$ cat src/rtl/uart_rx_pkg.sv
// Shared definitions for the parametrised UART receiver.
// Contents:
//   rx_state_t      receiver FSM states
//   timer_width()   bit-timer counter width for a given bit period
//   params_ok()     legal-range check for the receiver parameters
//   parity_mismatch() parity verdict for a received word
package uart_rx_pkg;

  typedef enum logic [2:0] {
    IDLE      = 3'd0,
    START     = 3'd1,
    DATA      = 3'd2,
    PARITY    = 3'd3,
    STOP      = 3'd4,
    WAIT_HIGH = 3'd5
  } rx_state_t;

  function automatic int timer_width(input int clks_per_bit);
    return (clks_per_bit <= 2) ? 1 : $clog2(clks_per_bit);
  endfunction

  function automatic bit params_ok(input int data_w, input int clks_per_bit,
                                   input int stop_bits);
    return (data_w >= 5) && (data_w <= 9) &&
           (stop_bits >= 1) && (stop_bits <= 2) &&
           (clks_per_bit >= 8);
  endfunction

  // running is the XOR of all data bits; a correct frame makes
  // running ^ sampled equal to the configured polarity (0 even, 1 odd).
  function automatic logic parity_mismatch(input logic running, input logic sampled,
                                           input logic odd);
    return ((running ^ sampled) != odd) ? 1'b1 : 1'b0;
  endfunction

endpackage

$ cat src/rtl/uart_rx_param_bit_timer.sv
// rx_bit_timer: loadable down-counter producing the mid-bit sample tick.
// Ports:
//   clk, rst  clock and asynchronous active-high reset
//   load      reload the counter this cycle
//   half      on load, select the half-bit period instead of a full bit
//   tick      high while the counter sits at its terminal count (zero)
// At zero the counter reloads a full bit period by itself, so back-to-back
// bits in one state (and every tick-driven state change) start a fresh
// full period without an explicit load.
module rx_bit_timer
  import uart_rx_pkg::*;
#(
  parameter int CLKS_PER_BIT = 868
) (
  input  logic clk,
  input  logic rst,
  input  logic load,
  input  logic half,
  output logic tick
);

  localparam int TW = timer_width(CLKS_PER_BIT);
  localparam logic [TW-1:0] FULL_TC = TW'(CLKS_PER_BIT - 1);
  localparam logic [TW-1:0] HALF_TC = TW'(CLKS_PER_BIT / 2 - 1);

  logic [TW-1:0] count;

  // Down-counter with explicit load and automatic full-period reload at zero.
  always_ff @(posedge clk or posedge rst) begin
    if (rst) begin
      count <= '0;
    end else if (load) begin
      count <= half ? HALF_TC : FULL_TC;
    end else if (count == '0) begin
      count <= FULL_TC;
    end else begin
      count <= count - TW'(1);
    end
  end

  assign tick = (count == '0);

endmodule

$ cat src/rtl/uart_rx_param.sv
// uart_rx_param: parametrised UART receiver with valid/ready output.
// Ports:
//   clk, rst     clock and asynchronous active-high reset
//   rx           serial line (idle high, asynchronous to clk)
//   rx_data      received word, LSB first on the line
//   rx_valid     rx_data and error flags are valid
//   rx_ready     consumer accepts the word when rx_valid & rx_ready
//   parity_err   parity mismatch for the presented word
//   frame_err    a stop bit was sampled low for the presented word
//   overrun_err  one-cycle pulse when a completed frame is dropped
//   busy         receiver is in any state other than IDLE
module uart_rx_param
  import uart_rx_pkg::*;
#(
  parameter int DATA_W       = 8,
  parameter int CLKS_PER_BIT = 868,
  parameter int PARITY_EN    = 1,
  parameter int PARITY_ODD   = 0,
  parameter int STOP_BITS    = 1
) (
  input  logic              clk,
  input  logic              rst,
  input  logic              rx,
  output logic [DATA_W-1:0] rx_data,
  output logic              rx_valid,
  input  logic              rx_ready,
  output logic              parity_err,
  output logic              frame_err,
  output logic              overrun_err,
  output logic              busy
);

  if (!params_ok(DATA_W, CLKS_PER_BIT, STOP_BITS)) begin : g_param_check
    $error("uart_rx_param: DATA_W, STOP_BITS or CLKS_PER_BIT out of range");
  end

  localparam int IDX_W = $clog2(DATA_W);
  localparam logic [IDX_W-1:0] LAST_IDX = IDX_W'(DATA_W - 1);
  localparam logic LAST_STOP = (STOP_BITS == 2) ? 1'b1 : 1'b0;
  localparam logic ODD = (PARITY_ODD != 0) ? 1'b1 : 1'b0;

  logic              sync1;
  logic              rxs;
  rx_state_t         state;
  logic              armed;
  logic [IDX_W-1:0]  bit_idx;
  logic [DATA_W-1:0] shift;
  logic              par_acc;
  logic              par_err_lat;
  logic              frm_err_lat;
  logic              stop_cnt;
  logic              tick;
  logic              timer_load;
  logic              stop_low_seen;

  // Two-flop synchroniser; idles high so reset never looks like a start bit.
  always_ff @(posedge clk or posedge rst) begin
    if (rst) begin
      sync1 <= 1'b1;
      rxs   <= 1'b1;
    end else begin
      sync1 <= rx;
      rxs   <= sync1;
    end
  end

  // Only the IDLE->START entry needs an explicit (half-period) load; every
  // other state entry happens on a tick, where the timer reloads itself.
  assign timer_load    = (state == IDLE) && armed && !rxs;
  // Frame error includes the stop sample being taken this cycle.
  assign stop_low_seen = frm_err_lat | ~rxs;

  rx_bit_timer #(.CLKS_PER_BIT(CLKS_PER_BIT)) u_timer (
    .clk  (clk),
    .rst  (rst),
    .load (timer_load),
    .half (timer_load),
    .tick (tick)
  );

  // Receiver FSM plus the registered output word, flags and handshake.
  always_ff @(posedge clk or posedge rst) begin
    if (rst) begin
      state       <= IDLE;
      armed       <= 1'b0;
      bit_idx     <= '0;
      shift       <= '0;
      par_acc     <= 1'b0;
      par_err_lat <= 1'b0;
      frm_err_lat <= 1'b0;
      stop_cnt    <= 1'b0;
      rx_data     <= '0;
      rx_valid    <= 1'b0;
      parity_err  <= 1'b0;
      frame_err   <= 1'b0;
      overrun_err <= 1'b0;
      busy        <= 1'b0;
    end else begin
      overrun_err <= 1'b0;
      // Acceptance; a frame completing this same cycle overrides below.
      if (rx_valid && rx_ready) begin
        rx_valid <= 1'b0;
      end
      case (state)
        IDLE: begin
          if (armed && !rxs) begin
            state       <= START;
            busy        <= 1'b1;
            armed       <= 1'b0;
            bit_idx     <= '0;
            par_acc     <= 1'b0;
            par_err_lat <= 1'b0;
            frm_err_lat <= 1'b0;
            stop_cnt    <= 1'b0;
          end else if (rxs) begin
            armed <= 1'b1;
          end
        end
        START: begin
          if (tick) begin
            if (rxs) begin
              // Glitch shorter than half a bit: back to idle, line is high.
              state <= IDLE;
              busy  <= 1'b0;
              armed <= 1'b1;
            end else begin
              state <= DATA;
            end
          end
        end
        DATA: begin
          if (tick) begin
            shift[bit_idx] <= rxs;
            par_acc        <= par_acc ^ rxs;
            if (bit_idx == LAST_IDX) begin
              if (PARITY_EN != 0) begin
                state <= PARITY;
              end else begin
                state <= STOP;
              end
            end else begin
              bit_idx <= bit_idx + IDX_W'(1);
            end
          end
        end
        PARITY: begin
          if (tick) begin
            par_err_lat <= parity_mismatch(par_acc, rxs, ODD);
            state       <= STOP;
          end
        end
        STOP: begin
          if (tick) begin
            if (stop_cnt == LAST_STOP) begin
              if (!rx_valid || rx_ready) begin
                rx_data    <= shift;
                parity_err <= par_err_lat;
                frame_err  <= stop_low_seen;
                rx_valid   <= 1'b1;
              end else begin
                overrun_err <= 1'b1;
              end
              if (stop_low_seen) begin
                // Hold off until the line returns high (break / stuck low).
                state <= WAIT_HIGH;
                armed <= 1'b0;
              end else begin
                state <= IDLE;
                busy  <= 1'b0;
                armed <= rxs;
              end
            end else begin
              stop_cnt    <= 1'b1;
              frm_err_lat <= stop_low_seen;
            end
          end
        end
        WAIT_HIGH: begin
          if (rxs) begin
            state <= IDLE;
            busy  <= 1'b0;
            armed <= 1'b1;
          end
        end
        default: begin
          state <= IDLE;
          busy  <= 1'b0;
          armed <= 1'b0;
        end
      endcase
    end
  end

endmodule

$ cat config.mk
export PLATFORM = sky130hd
export DESIGN_NAME = uart_rx_param
export DESIGN_NICKNAME = d
export VERILOG_FILES = /design/src/rtl/uart_rx_pkg.sv /design/src/rtl/uart_rx_param_bit_timer.sv /design/src/rtl/uart_rx_param.sv
export SDC_FILE = /design/constraint.sdc
export NUM_CORES = 1
export LEC_CHECK = 0
export ABC_AREA = 1
export CELL_PAD_IN_SITES_DETAIL_PLACEMENT = 0
export CELL_PAD_IN_SITES_GLOBAL_PLACEMENT = 1
export CORE_MARGIN = 2
export CORE_UTILIZATION = 40
export CTS_CLUSTER_SIZE = 40
export DETAILED_ROUTE_END_ITERATION = 10
export PLACE_DENSITY_LB_ADDON = 0.12
export SLEW_MARGIN = 10
export SYNTH_ARGS = -nofsm -noshare
export SYNTH_HDL_FRONTEND = slang
export SYNTH_SLANG_ARGS = --single-unit
$ cat constraint.sdc
create_clock -name clk -period 1.78 [get_ports clk]
set_input_delay 0.178 -clock clk [delete_from_list [all_inputs] [get_ports clk]]
set_output_delay 0.178 -clock clk [all_outputs]
set_load 0.05 [all_outputs]
# After elaboration in Yosys (flattened, before gate mapping)
# Cells that the tools add are included.
[totals]
ff_bits = 44
input_bits = 4
wordCells = 122
[op_classes]
add_sub_neg = 2
order_cmp = 2
n_eq_ne = 17
muxes = 55
n_bitwise = 5
n_reduce_logical = 24
[op_table]
columns = ["op", "count"]
rows = [
  ["$mux W3", 12],
  ["$mux W1", 30],
  ["$mux W10", 2],
  ["$ne A2 B2 Y1 const B", 10],
  ["$pmux W3 S6", 1],
  ["$reduce_and A4 Y1", 4],
  ["$logic_not A10 Y1", 1],
  ["$pmux W1 S5", 2],
  ["$sub A10 B1 Y10 const B", 1],
  ["$eq A3 B3 Y1 const B", 3],
  ["$reduce_and A3 Y1", 3],
  ["$bwmux W8", 1],
  ["$pmux W1 S2", 4],
  ["$reduce_and A8 Y1", 1],
  ["$eq A3 B2 Y1 const B", 2],
  ["$pmux W3 S2", 1],
  ["$reduce_and A6 Y1", 1],
  ["$reduce_bool A2 Y1", 3],
  ["$logic_and A1 B1 Y1", 5],
  ["$lt A3 B4 Y1 const B", 1],
  ["$add A3 B1 Y3 const B", 1],
  ["$demux W1 S3", 1],
  ["$eq A3 B1 Y1 const B", 1],
  ["$ge A3 B1 Y1 const B", 1],
  ["other kinds (10)", 13],
]

# Depth between registers and ports, before layout
# Gate-level depths: netlist (run 1).
[depth]
depth_word = 6
mapped_depth = 10

# By module
# Synthesis (run 1) repeated with hierarchy kept, for this count alone.
[unflattened]
hier_cells = 267
area_unflattened_um2 = 2219.6
[modules_own_cells]
columns = ["module", "instances", "cells_each", "area_per_inst_um2", "seq_area_each_um2"]
rows = [
  ["uart_rx_param", 1, 198, 1630.3, 828.3],
  ["rx_bit_timer", 1, 69, 589.3, 250.2],
]

# Worst setup path before layout (run 1)
# No wires, ideal clock.
[synth_timing]
path_type = "flip-flop to flip-flop"
start = "register u_timer.count[0]"
end = "register parity_err"
setup_time_ps = 119
arrival_time_ps = 1389
path_slack_ps = 272
stages_incl_launch_ff = 11
synth_period_minus_slack_ps = 1508
cell_sequence = "dfrtp_1 inv_1 ha_1 nand3_4 nor2_8 nand2_4 nor2_8 inv_4 buf_6 nand2_1 nand2_1"
[synth_via]
elab_chain_len = 2
[synth_lines]
columns = ["element", "line_no", "source"]
rows = [
  ["from (decl)", "uart_rx_param_bit_timer.sv:26", "logic [TW-1:0] count;"],
  ["from (signal assigned)", "uart_rx_param_bit_timer.sv:33", "count <= half ? HALF_TC : FULL_TC;"],
  ["from (signal assigned)", "uart_rx_param_bit_timer.sv:37", "count <= count - TW'(1);"],
  ["$logic_not A10 Y1", "uart_rx_param_bit_timer.sv:41", "assign tick = (count == '0);"],
  ["$reduce_and A4 Y1 (no source line)", "--", ""],
  ["to (signal assigned)", "uart_rx_param.sv:157", "parity_err <= par_err_lat;"],
  ["to (decl)", "uart_rx_param.sv:27", "output logic parity_err,"],
]
# Every way passes these cells.
# A chain may end at the register's enable or synchronous reset.

# Final worst setup path (run 1)
[layout_timing]
start = "register rx_data[5]"
end = "output port rx_data[5]"
[layout_rtl]
columns = ["element", "line_no", "source"]
rows = [
  ["from (decl)", "uart_rx_param.sv:24", "output logic [DATA_W-1:0] rx_data,"],
  ["from (signal assigned)", "uart_rx_param.sv:156", "rx_data <= shift;"],
]
# No word-level cell between the ends.

==> results by group, run 1 <==
Run status
  • Outcome: completed

Timing
  • Hold Slack: 0.216 ns
  • Endpoints failing hold: 0
  • Least-Margin Pin Slew: ~0.5 ns
  • Fmax: a little under 600 MHz
  • RSZ-0062 raised after global routing: false
  • Fin. max-slew vios: 0
  • Clock skew: ~0.0056 ns
  • Min Tclk post-route: about 1.7 ns
  • Post-route setup TNS: 0 ns
  • Relative slew slack: 0.662
  • Final setup fails: 0
  • Period utilization: 0.941

Worst setup path
  • Delay-heaviest family, CP: buffers and inverters
  • Worst path slowest cell: clkdlybuf4s50_1
  • CP arrival: around 1.5 ns
  • Critical path startpoint category: flip-flop
  • Setup crit end: rx_data[5]
  • Bufs and invs on worst path: 1
  • CP Cell Sequence: clkdlybuf4s50_1
  • Crit-path max cell delay: between 0.8 and 0.9 ns
  • FF-to-FF End: state[0]
  • WP depth: 1
  • Critical path required time: approximately 1.6 ns
  • R2R Path Start: u_timer.count[0]
  • CP max FO: 2
  • Crit Path Class: reg -> out
  • Crit. End Element: output pin
  • R2r worst-path depth: 10
  • Setup crit start: rx_data[5]
  • Flop-to-flop setup slack: 0.19 ns

CTS
  • CTS tree: done
  • CTS H-tree depth: 2
  • CTS buffer count: 5
  • Root buf cell: clkbuf_8
  • Worst-skew pair later-pin latency: approximately 0.30 ns
  • Hold Buf Count CTS: 0
  • Resized cells post-CTS: 0
  • Postcts setup bufs: 0
  • Clock buffer depth: 2
  • TritonCTS sink count: between 40 and 50
  • Clk pin slew, worst setup/hold paths: roughly 0.08 ns

Global routing
  • GRT Overall Usage: 0.166
  • Vias in the first global route: between 1.5k and 2k
  • First-pass GRT wire length: 7.73 mm
  • GRT overflow: 0
  • Initial antenna violation count: 0
  • Pin count of the biggest net entering global routing: 44

Worst hold path
  • Worst hold path type: in -> async

Synth
  • Seq/Total Area, Yosys: 0.509
  • Post-Synthesis Net Count: 261
  • Synth Instances: between 200 and 300
  • Compound-Gate Fraction of Synth Area: 0.0867
  • Asr flop ratio synth: 1.00
  • Post-Synth Simple-Gate Area: 0.301
  • Post-synthesis xor/xnor area fraction: 0.0124
  • Yosys warning total: 0
  • Post-Synthesis Cell Area: ~2100 um^2
  • Largest family of logic cells by synthesized area: simple AND/OR/NAND/NOR gates
  • Post-synthesis mux area share: 0
  • #FFs+latches synth: 43
  • Primary FF master, synth: dfrtp_1
  • Post-synth cell types: 31
  • Avg Cell Area, Syn: 8.38 um^2
  • Post-synth EDFFs: 0
  • Post-synthesis adder-cell area fraction: 0.0236

Finish
  • Fill count: around 520
  • Share of cells above drive strength 1: 0.125
  • Diodes inserted: 0
  • Layout area overhead: 17.9%
  • Final Net Count: between 200 and 300
  • Final core utilization: 0.489

Pwr
  • PwrDens: between 1000 and 1500 nW/um^2
  • Combinational share of power: 0.357
  • Worst VDD drop: between 600 and 700 uV
  • Lkg Pwr: ~1.3 nW
  • Switching fraction of total power: 0.395
  • Clock group share of total power: 0.203
  • Cell-internal power: roughly 1.8 mW
  • Power share of the sequential group: 0.440
  • Psw: between 1 and 1.5 mW

Placement
  • Routability cong.: 0.787
  • # port buffers: 16
  • DP HPWL: just over 3 mm

Floorplanning
  • Core Area: just over 5000 um^2
  • Starting Density: 0.415
  • DIE AREA: 5900 um^2
  • Cell Rows: 26
  • Die W: 76.8 um
  • Boundary pin count: 17
  • Die Ht: ~77 um

Drt
  • DR pass1 iterations: 4
  • Initial DRC count: 99
  • Vias per inst: between 4 and 5
  • Routed len/inst: ~12 um
  • Drt drc: 0
  • Via count: approximately 1.7k
  • Drt total wl: 4.27 mm
  • Post-route ant nets: 0

Flow run
  • MaxCap Viol Count: 0
==> layout make-up <==
| class | count | area, um^2 | share of cell area |
|---|---|---|---|
| clock buffer | 6 | 72.6 | 0.0290 |
| clock inverter | 2 | 12.5 | 0.00501 |
| inverter | 33 | 126 | 0.0506 |
| multi-input combinational | 175 | 905 | 0.362 |
| sequential | 43 | 1080 | 0.431 |
| tap | 70 | 87.6 | 0.0350 |
| timing repair buffer | 22 | 218 | 0.0871 |
==> power by group through the flow <==
stage / combinational [mW] / sequential [mW] / clock, mW
2_1_floorplan: 0.788 / 1.36 / 0
4_1_cts: 1.08 / 1.33 / 0.641
3_5_place_dp: 1.08 / 1.35 / 0
5_1_grt: 1.25 / 1.36 / 0.678
3_3_place_gp: 1.08 / 1.35 / 0
6_report: 1.08 / 1.33 / 0.614
==> registers in the layout (all words and copies together) (netlist names) <==
register / count
shift: 8
rx_data: 8
rxs: 1
par_err_lat: 1
state: 3
frm_err_lat: 1
overrun_err: 1
frame_err: 1
armed: 1
sync1: 1
u_timer.count: 10
parity_err: 1
par_acc: 1
rx_valid: 1
bit_idx: 3
busy: 1
==> cells in the final DEF, fill, tap and decap left out, types with 3 or more instances in the layout <==
| cell type | instances |
|---|---|
| ha_1 | 3 |
| buf_4 | 5 |
| o21ai_0 | 15 |
| inv_1 | 28 |
| a21oi_1 | 7 |
| nand2_1 | 82 |
| inv_2 | 3 |
| clkdlybuf4s50_1 | 16 |
| clkbuf_8 | 5 |
| dfrtp_1 | 41 |
| o21ai_1 | 4 |
| nand3_1 | 19 |
| nor2_8 | 3 |
| nand2_2 | 3 |
| nor2_1 | 18 |
==> through the flow <==
step	cell area (um^2)	std cells	setup WS, ns	total power [mW]
6_report	2500	351	0.105	3.02
5_1_grt	2500	351	0.0139	3.28
4_1_cts	2490	351	0.0967	3.05
3_5_place_dp	2410	343	0.153	2.43
3_3_place_gp	2410	343	0.175	2.43
2_1_floorplan	2120	253	0.272	2.15
==> kinds of logic after synthesis <==
logic type | count (synthesis)
AOI/OAI and AO/OA | 33
DFF | 43
buffers and inverters | 35
xor gates and xnor gates | 3
adders and majority gates | 4
and+or+nand+nor | 135
==> metal layers <==
| layer | GRT usage | wire length [um] |
|---|---|---|
| met1 | 0.217 | 2090 |
| met2 | 0.263 | 1900 |
| met3 | 0.0447 | 213 |
| met4 | 0.0655 | 63 |
| met5 | 0 | 0 |
==> Yosys cell counts, types with 3 or more instances <==
| library cell | instances | area, um^2 |
|---|---|---|
| a21oi_1 | 7 | 35.0 |
| dfrtp_1 | 41 | 1030 |
| ha_1 | 4 | 50.1 |
| inv_1 | 29 | 109 |
| inv_2 | 3 | 11.3 |
| nand2_1 | 83 | 312 |
| nand3_1 | 19 | 95.1 |
| nor2_1 | 18 | 67.6 |
| nor2_8 | 3 | 60.1 |
| o21ai_0 | 15 | 75.1 |
| o21ai_1 | 4 | 20.0 |
==> worst min path at each step <==
stage | start | endpoint | slack [ns]
2_1_floorplan | rx | sync1 | 0.18
3_3_place_gp | sync1 | rxs | 0.35
3_5_place_dp | sync1 | rxs | 0.35
4_1_cts | rst | rx_data[0] | 0.23
5_1_grt | rst | rx_data[2] | 0.24
6_report | rst | rx_data[0] | 0.22
(Power assumes the default switching activity.)
==> run 2, diff against run 1 <==
Settings changed: REMOVE_ABC_BUFFERS set to 1.
==> run 2 against run 1 <==
  * Global-route usage decreased by 0.44 points
  * Hold slack worse by 0.0015 ns
  * Highest routed layer unchanged
  * Fmax hardly changed
  * Combinational power is essentially flat
  * Setup slack about the same
  * Via count decreased by 2.2%
==> results by group, run 2 (synthesis gave the netlist of run 1 again) <==
Flow run
  • MaxCap Viol Count: 0 (unchanged)

Floorplanning
  • Die W: 76.8 um (unchanged)
  • Starting Density: 0.415 (unchanged)
  • DIE AREA: 5900 um^2 (unchanged)
  • Core Area: 5110 um^2 (unchanged)
  • Cell Rows: 26 (unchanged)
  • Die Ht: 76.8 um (unchanged)
  • Boundary pin count: 17 (unchanged)

Drt
  • Routed len/inst: 12.1 um (-0.91%)
  • DR pass1 iterations: 4 (unchanged)
  • Via count: 1620 (-2.2%)
  • Drt drc: 0 (unchanged)
  • Initial DRC count: 106 (+7.1%)
  • Vias per inst: 4.63 (-1.9%)
  • Post-route ant nets: 0 (unchanged)
  • Drt total wl: 4.22 mm (-1.2%)

Placement
  • DP HPWL: 3.00 mm (-2.6%)
  • # port buffers: 16 (unchanged)
  • Routability cong.: 0.789 (+0.29%)

Timing
  • Hold Slack: 0.214 ns (-0.00148 ns)
  • Post-route setup TNS: 0 ns (unchanged)
  • Min Tclk post-route: 1.68 ns (+0.000412 ns)
  • Fmax: 597 MHz (about the same)
  • Final setup fails: 0 (unchanged)
  • Endpoints failing hold: 0 (unchanged)
  • Least-Margin Pin Slew: 0.502 ns (-0.00405 ns)
  • RSZ-0062 raised after global routing: false
  • Relative slew slack: 0.664 (+0.00271)
  • Fin. max-slew vios: 0 (unchanged)
  • Clock skew: 0.00560 ns (+0.0000340 ns)
  • Period utilization: 0.941 (about the same)

Global routing
  • GRT Overall Usage: 0.162 (-0.00441)
  • Met1 GRT Util: 0.222 (+0.00481)
  • GRT overflow: 0 (unchanged)
  • Busiest grt layer: met2
  • Initial antenna violation count: 0 (unchanged)
  • Pin count of the biggest net entering global routing: 44 (unchanged)
  • Grt met3 use: 0.0400 (-0.00471)
  • Met2 Use GR: 0.246 (-0.0175)
  • First-pass GRT wire length: 7.56 mm (-2.1%)
  • Vias in the first global route: 1591 (-5.1%)

CTS
  • CTS H-tree depth: 2 (unchanged)
  • CTS buffer count: 5 (unchanged)
  • Hold Buf Count CTS: 0 (unchanged)
  • Root buf cell: clkbuf_8
  • CTS tree: done
  • Clock buffer depth: 2 (unchanged)
  • TritonCTS sink count: 43 (unchanged)
  • Worst-skew pair later-pin latency: 0.30 ns (about the same)
  • Clk pin slew, worst setup/hold paths: 0.09 ns (about the same)

Worst setup path
  • Crit-path max cell delay: 0.82 ns (about the same)
  • CP max FO: 2 (unchanged)
  • Delay-heaviest family, CP: buffers and inverters
  • Worst path slowest cell: clkdlybuf4s50_1
  • Crit. End Element: output pin
  • Critical path required time: 1.60 ns (about the same)
  • Critical path startpoint category: flip-flop
  • CP arrival: 1.50 ns (about the same)
  • Crit Path Class: reg -> out
  • CP Cell Sequence: clkdlybuf4s50_1
  • Bufs and invs on worst path: 1 (unchanged)

Worst hold path
  • Worst hold path type: in -> async

Pwr
  • Switching fraction of total power: 0.379 (-0.0167)
  • Combinational share of power: 0.340 (-0.017)
  • Tot Pwr: 3.19 mW (+5.4%)
  • Power share of the sequential group: 0.419 (-0.021)
  • Worst VDD drop: 718 uV (+4.4%)
  • Cell-internal power: 1.98 mW (+8.4%)
  • PwrDens: 1260 nW/um^2 (+4.5%)
  • Lkg Pwr: 1.28 nW (+1.1%)
  • Clock group share of total power: 0.241 (+0.038)
  • Psw: 1.21 mW (+0.98%)

Finish
  • Final Net Count: 287 (-0.35%)
  • Diodes inserted: 0 (unchanged)
  • Most frequent cells in the layout: nand2_1 (82), dfrtp_1 (41), inv_1 (28)
  • Share of cells above drive strength 1: 0.129 (+0.00402)
  • Top reg by flops: u_timer.count
  • Layout area overhead: 18.9%
  • Max reg flops: 10 (unchanged)
  • Fill count: 521 (+0.39%)
  • Commonest non-fill, non-tap cell in the layout: nand2_1
  • Largest registers: u_timer.count (10), rx_data (8), shift (8)
  • Final core utilization: 0.494 (+0.00441)

Run status
  • Outcome: completed
==> run 2: cell types whose count changed in the layout (fill, tap and decap cells not counted) <==
cell / before / now
clkinv_4: 0 / 1
clkbuf_1: 1 / 0
bufinv_16: 0 / 1
and2_4: 0 / 1
buf_4: 5 / 4
and2_1: 1 / 0
clkinvlp_4: 1 / 0
==> run 2: area by class of cell <==
type,count,area [um^2],area share
flip-flops and latches,43,1080,0.428
repair buffers,21,210,0.0833
inverters,33,126,0.0501
well taps,70,87.6,0.0347
clock buffers,5,68.8,0.0273
multi-input cells,175,907,0.360
clock inverters,3,43.8,0.0174
==> run 2: power groups by stage <==
stage               clock network [mW]  logic (mW)  registers, mW
finish                           0.769        1.08           1.34
global route                     0.835        1.24           1.37
CTS                              0.797        1.07           1.34
detailed placement                   0        1.05           1.35
global placement                     0        1.06           1.36
floorplan                            0       0.787           1.36
==> run 2: metrics by stage <==
| stage | std cells | setup slack (ns) | cell area, um^2 |
|---|---|---|---|
| 3_5_place_dp | 342 | 0.144 | 2400 |
| 4_1_cts | 350 | 0.0890 | 2510 |
| 5_1_grt | 350 | 0.00411 | 2520 |
| 3_3_place_gp | 342 | 0.176 | 2400 |
| 6_report | 350 | 0.104 | 2520 |
| 2_1_floorplan | 251 | 0.311 | 2100 |
==> run 2: final timing paths <==
path,from,endpoint,slack [ns],depth (start not counted)
hold / removal,rst,rx_data[2],0.21,3
setup reg to reg,u_timer.count[0],frame_err,0.18,9
max in group asynchronous,rst,rxs,1.30,3
setup / recovery,rx_data[7],rx_data[7],0.10,1
min in group clk,rx,sync1,0.28,1
hold reg to reg,sync1,rxs,0.36,0
==> run 2: routing by layer <==
metal	up-vias	part of all wire	routed length [um]
met5	-	0	0
met4	0	0.018	74
met3	7	0.028	120
met2	20	0.44	1860
met1	741	0.51	2170
li1	852	-	-
==> run 2: timing repair <==
item,CTS,global route
resized for setup,0,3
buffers inserted,0,0
endpoints found under the setup margin,0,10
==> run 3, diff against run 2 <==
Settings changed: CORE_MARGIN 2 to unset.
==> run 3 against run 2 <==
  * Die area fell by 5.1%
  * Sequential share of layout area rose by 0.30 points
  * Largest power group unchanged
  * Combinational power barely moved
  * Largest cell class unchanged
  * Fmax rose by 0.85%
  * Non-clock buffer count rose by 1
  * Power fell by 5.1%
  * Sequential cell count did not move
  * Utilization fell by 0.34 points
==> results by group, run 3 (synthesis gave the netlist of run 1 again) <==
Run status
  • Outcome: completed

Floorplanning
  • Die W: 74.8 um (-2.6%)
  • DIE AREA: 5600 um^2 (-5.1%)
  • Starting Density: 0.415 (unchanged)
  • Cell Rows: 26 (unchanged)
  • Core Area: 5110 um^2 (unchanged)
  • Boundary pin count: 17 (unchanged)
  • Die Ht: 74.8 um (-2.6%)

Placement
  • DP HPWL: 3.03 mm (+1.1%)
  • # port buffers: 16 (unchanged)
  • Routability cong.: 0.765 (-3.0%)

Drt
  • Post-route ant nets: 0 (unchanged)
  • Initial DRC count: 114 (+7.5%)
  • Via count: 1622 (+0.12%)
  • Vias per inst: 4.62 (-0.16%)
  • Routed len/inst: 11.8 um (-2.0%)
  • Drt total wl: 4.15 mm (-1.7%)
  • Drt drc: 0 (unchanged)
  • DR pass1 iterations: 4 (unchanged)

Global routing
  • GRT Overall Usage: 0.176 (+0.0135)
  • Vias in the first global route: 1537 (-3.4%)
  • Pin count of the biggest net entering global routing: 44 (unchanged)
  • Initial antenna violation count: 0 (unchanged)
  • GRT overflow: 0 (unchanged)
  • First-pass GRT wire length: 7.26 mm (-4.0%)

Timing
  • Min Tclk post-route: 1.66 ns (-0.0142 ns)
  • Post-route setup TNS: 0 ns (unchanged)
  • Final setup fails: 0 (unchanged)
  • Fmax: 602 MHz (+0.85%)
  • Fin. max-slew vios: 0 (unchanged)
  • Least-Margin Pin Slew: 0.499 ns (-0.00330 ns)
  • Clock skew: 0.00395 ns (-0.00165 ns)
  • Relative slew slack: 0.666 (+0.00221)
  • Endpoints failing hold: 0 (unchanged)
  • Period utilization: 0.933 (-0.00797)
  • RSZ-0062 raised after global routing: false

Worst setup path
  • CP max FO: 2 (unchanged)
  • Crit Path Class: reg -> out
  • Critical path required time: 1.60 ns (about the same)
  • Delay-heaviest family, CP: buffers and inverters
  • Crit. End Element: output pin
  • Bufs and invs on worst path: 1 (unchanged)
  • CP Cell Sequence: clkdlybuf4s50_1
  • Worst path slowest cell: clkdlybuf4s50_1
  • Crit-path max cell delay: 0.82 ns (about the same)
  • CP arrival: 1.48 ns (-0.02 ns)
  • Critical path startpoint category: flip-flop

CTS
  • CTS buffer count: 5 (unchanged)
  • Worst-skew pair later-pin latency: 0.29 ns (about the same)
  • Root buf cell: clkbuf_8
  • TritonCTS sink count: 43 (unchanged)
  • Hold Buf Count CTS: 0 (unchanged)
  • CTS tree: done
  • CTS H-tree depth: 2 (unchanged)
  • Clk pin slew, worst setup/hold paths: 0.08 ns (about the same)
  • Clock buffer depth: 2 (unchanged)

Worst hold path
  • Worst hold path type: in -> async

Pwr
  • Worst VDD drop: 555 uV (-23%)
  • PwrDens: 1210 nW/um^2 (-4.5%)
  • Lkg Pwr: 1.27 nW (-0.94%)
  • Tot Pwr: 3.02 mW (-5.1%)

Finish
  • Diodes inserted: 0 (unchanged)
  • Most frequent cells in the layout: nand2_1 (82), dfrtp_1 (41), inv_1 (28)
  • Largest registers: u_timer.count (10), rx_data (8), shift (8)
  • Max reg flops: 10 (unchanged)
  • Share of cells above drive strength 1: 0.128 (-0.000458)
  • Top reg by flops: u_timer.count
  • Final Net Count: 288 (+0.35%)
  • Fill count: 526 (+0.96%)
  • Layout area overhead: 18.1%
  • Commonest non-fill, non-tap cell in the layout: nand2_1

Flow run
  • MaxCap Viol Count: 0 (unchanged)
run 3: power breakdown:
group | total (mW) | switching, mW | internal [mW] | leakage [nW]
sequential | 1.33 | 0.174 | 1.15 | 0.561
combinational | 1.09 | 0.676 | 0.414 | 0.669
clock | 0.606 | 0.332 | 0.274 | 0.0412
run 3: final timing paths:
path                                       start  cells after the start         end  slack [ns]
worst max-delay path                  rx_data[7]                      1  rx_data[7]        0.12
worst min-delay path                         rst                      3  rx_data[7]        0.22
worst max register to register  u_timer.count[0]                      9  bit_idx[0]        0.17
worst min register to register             sync1                      0         rxs        0.36
max in group asynchronous                    rst                      3         rxs        1.30
min in group clk                              rx                      1       sync1        0.29
run 3: final cells by class:
cell class | count | area, um^2 | share of cell area
repair buffers | 22 | 218 | 0.0869
multi-input cells | 175 | 907 | 0.362
well taps | 70 | 87.6 | 0.0350
clock inverters | 2 | 12.5 | 0.00500
flip-flops and latches | 43 | 1080 | 0.431
inverters | 33 | 129 | 0.0514
clock buffers | 6 | 72.6 | 0.0290
run 3: timing repair:
action | 4_1_cts | 5_1_grt
setup endpoints to repair | 0 | 7
setup buffers | 0 | 0
resized for setup | 0 | 4
run 3: through the flow:
stage,util,hold slack [ns],setup slack [ns],area [um^2],instances
2_1_floorplan,-,0.182,0.311,2100,251
3_3_place_gp,0.472,0.350,0.176,2410,343
3_5_place_dp,0.472,0.349,0.117,2410,343
4_1_cts,0.488,0.226,0.0697,2490,351
5_1_grt,0.490,0.253,0.0101,2500,351
6_report,0.490,0.222,0.118,2500,351
run 3: worst min-delay path, stage by stage:
cell and delay (ns):
clkdlybuf4s50_1 0.40, clkinv_1 0.07, buf_12 0.24
run 3: layer usage:
metal  GRT usage  part of all wire
met1       0.261              0.53
met2       0.249              0.42
met3      0.0402             0.028
met4      0.0629             0.014
met5           0                 0
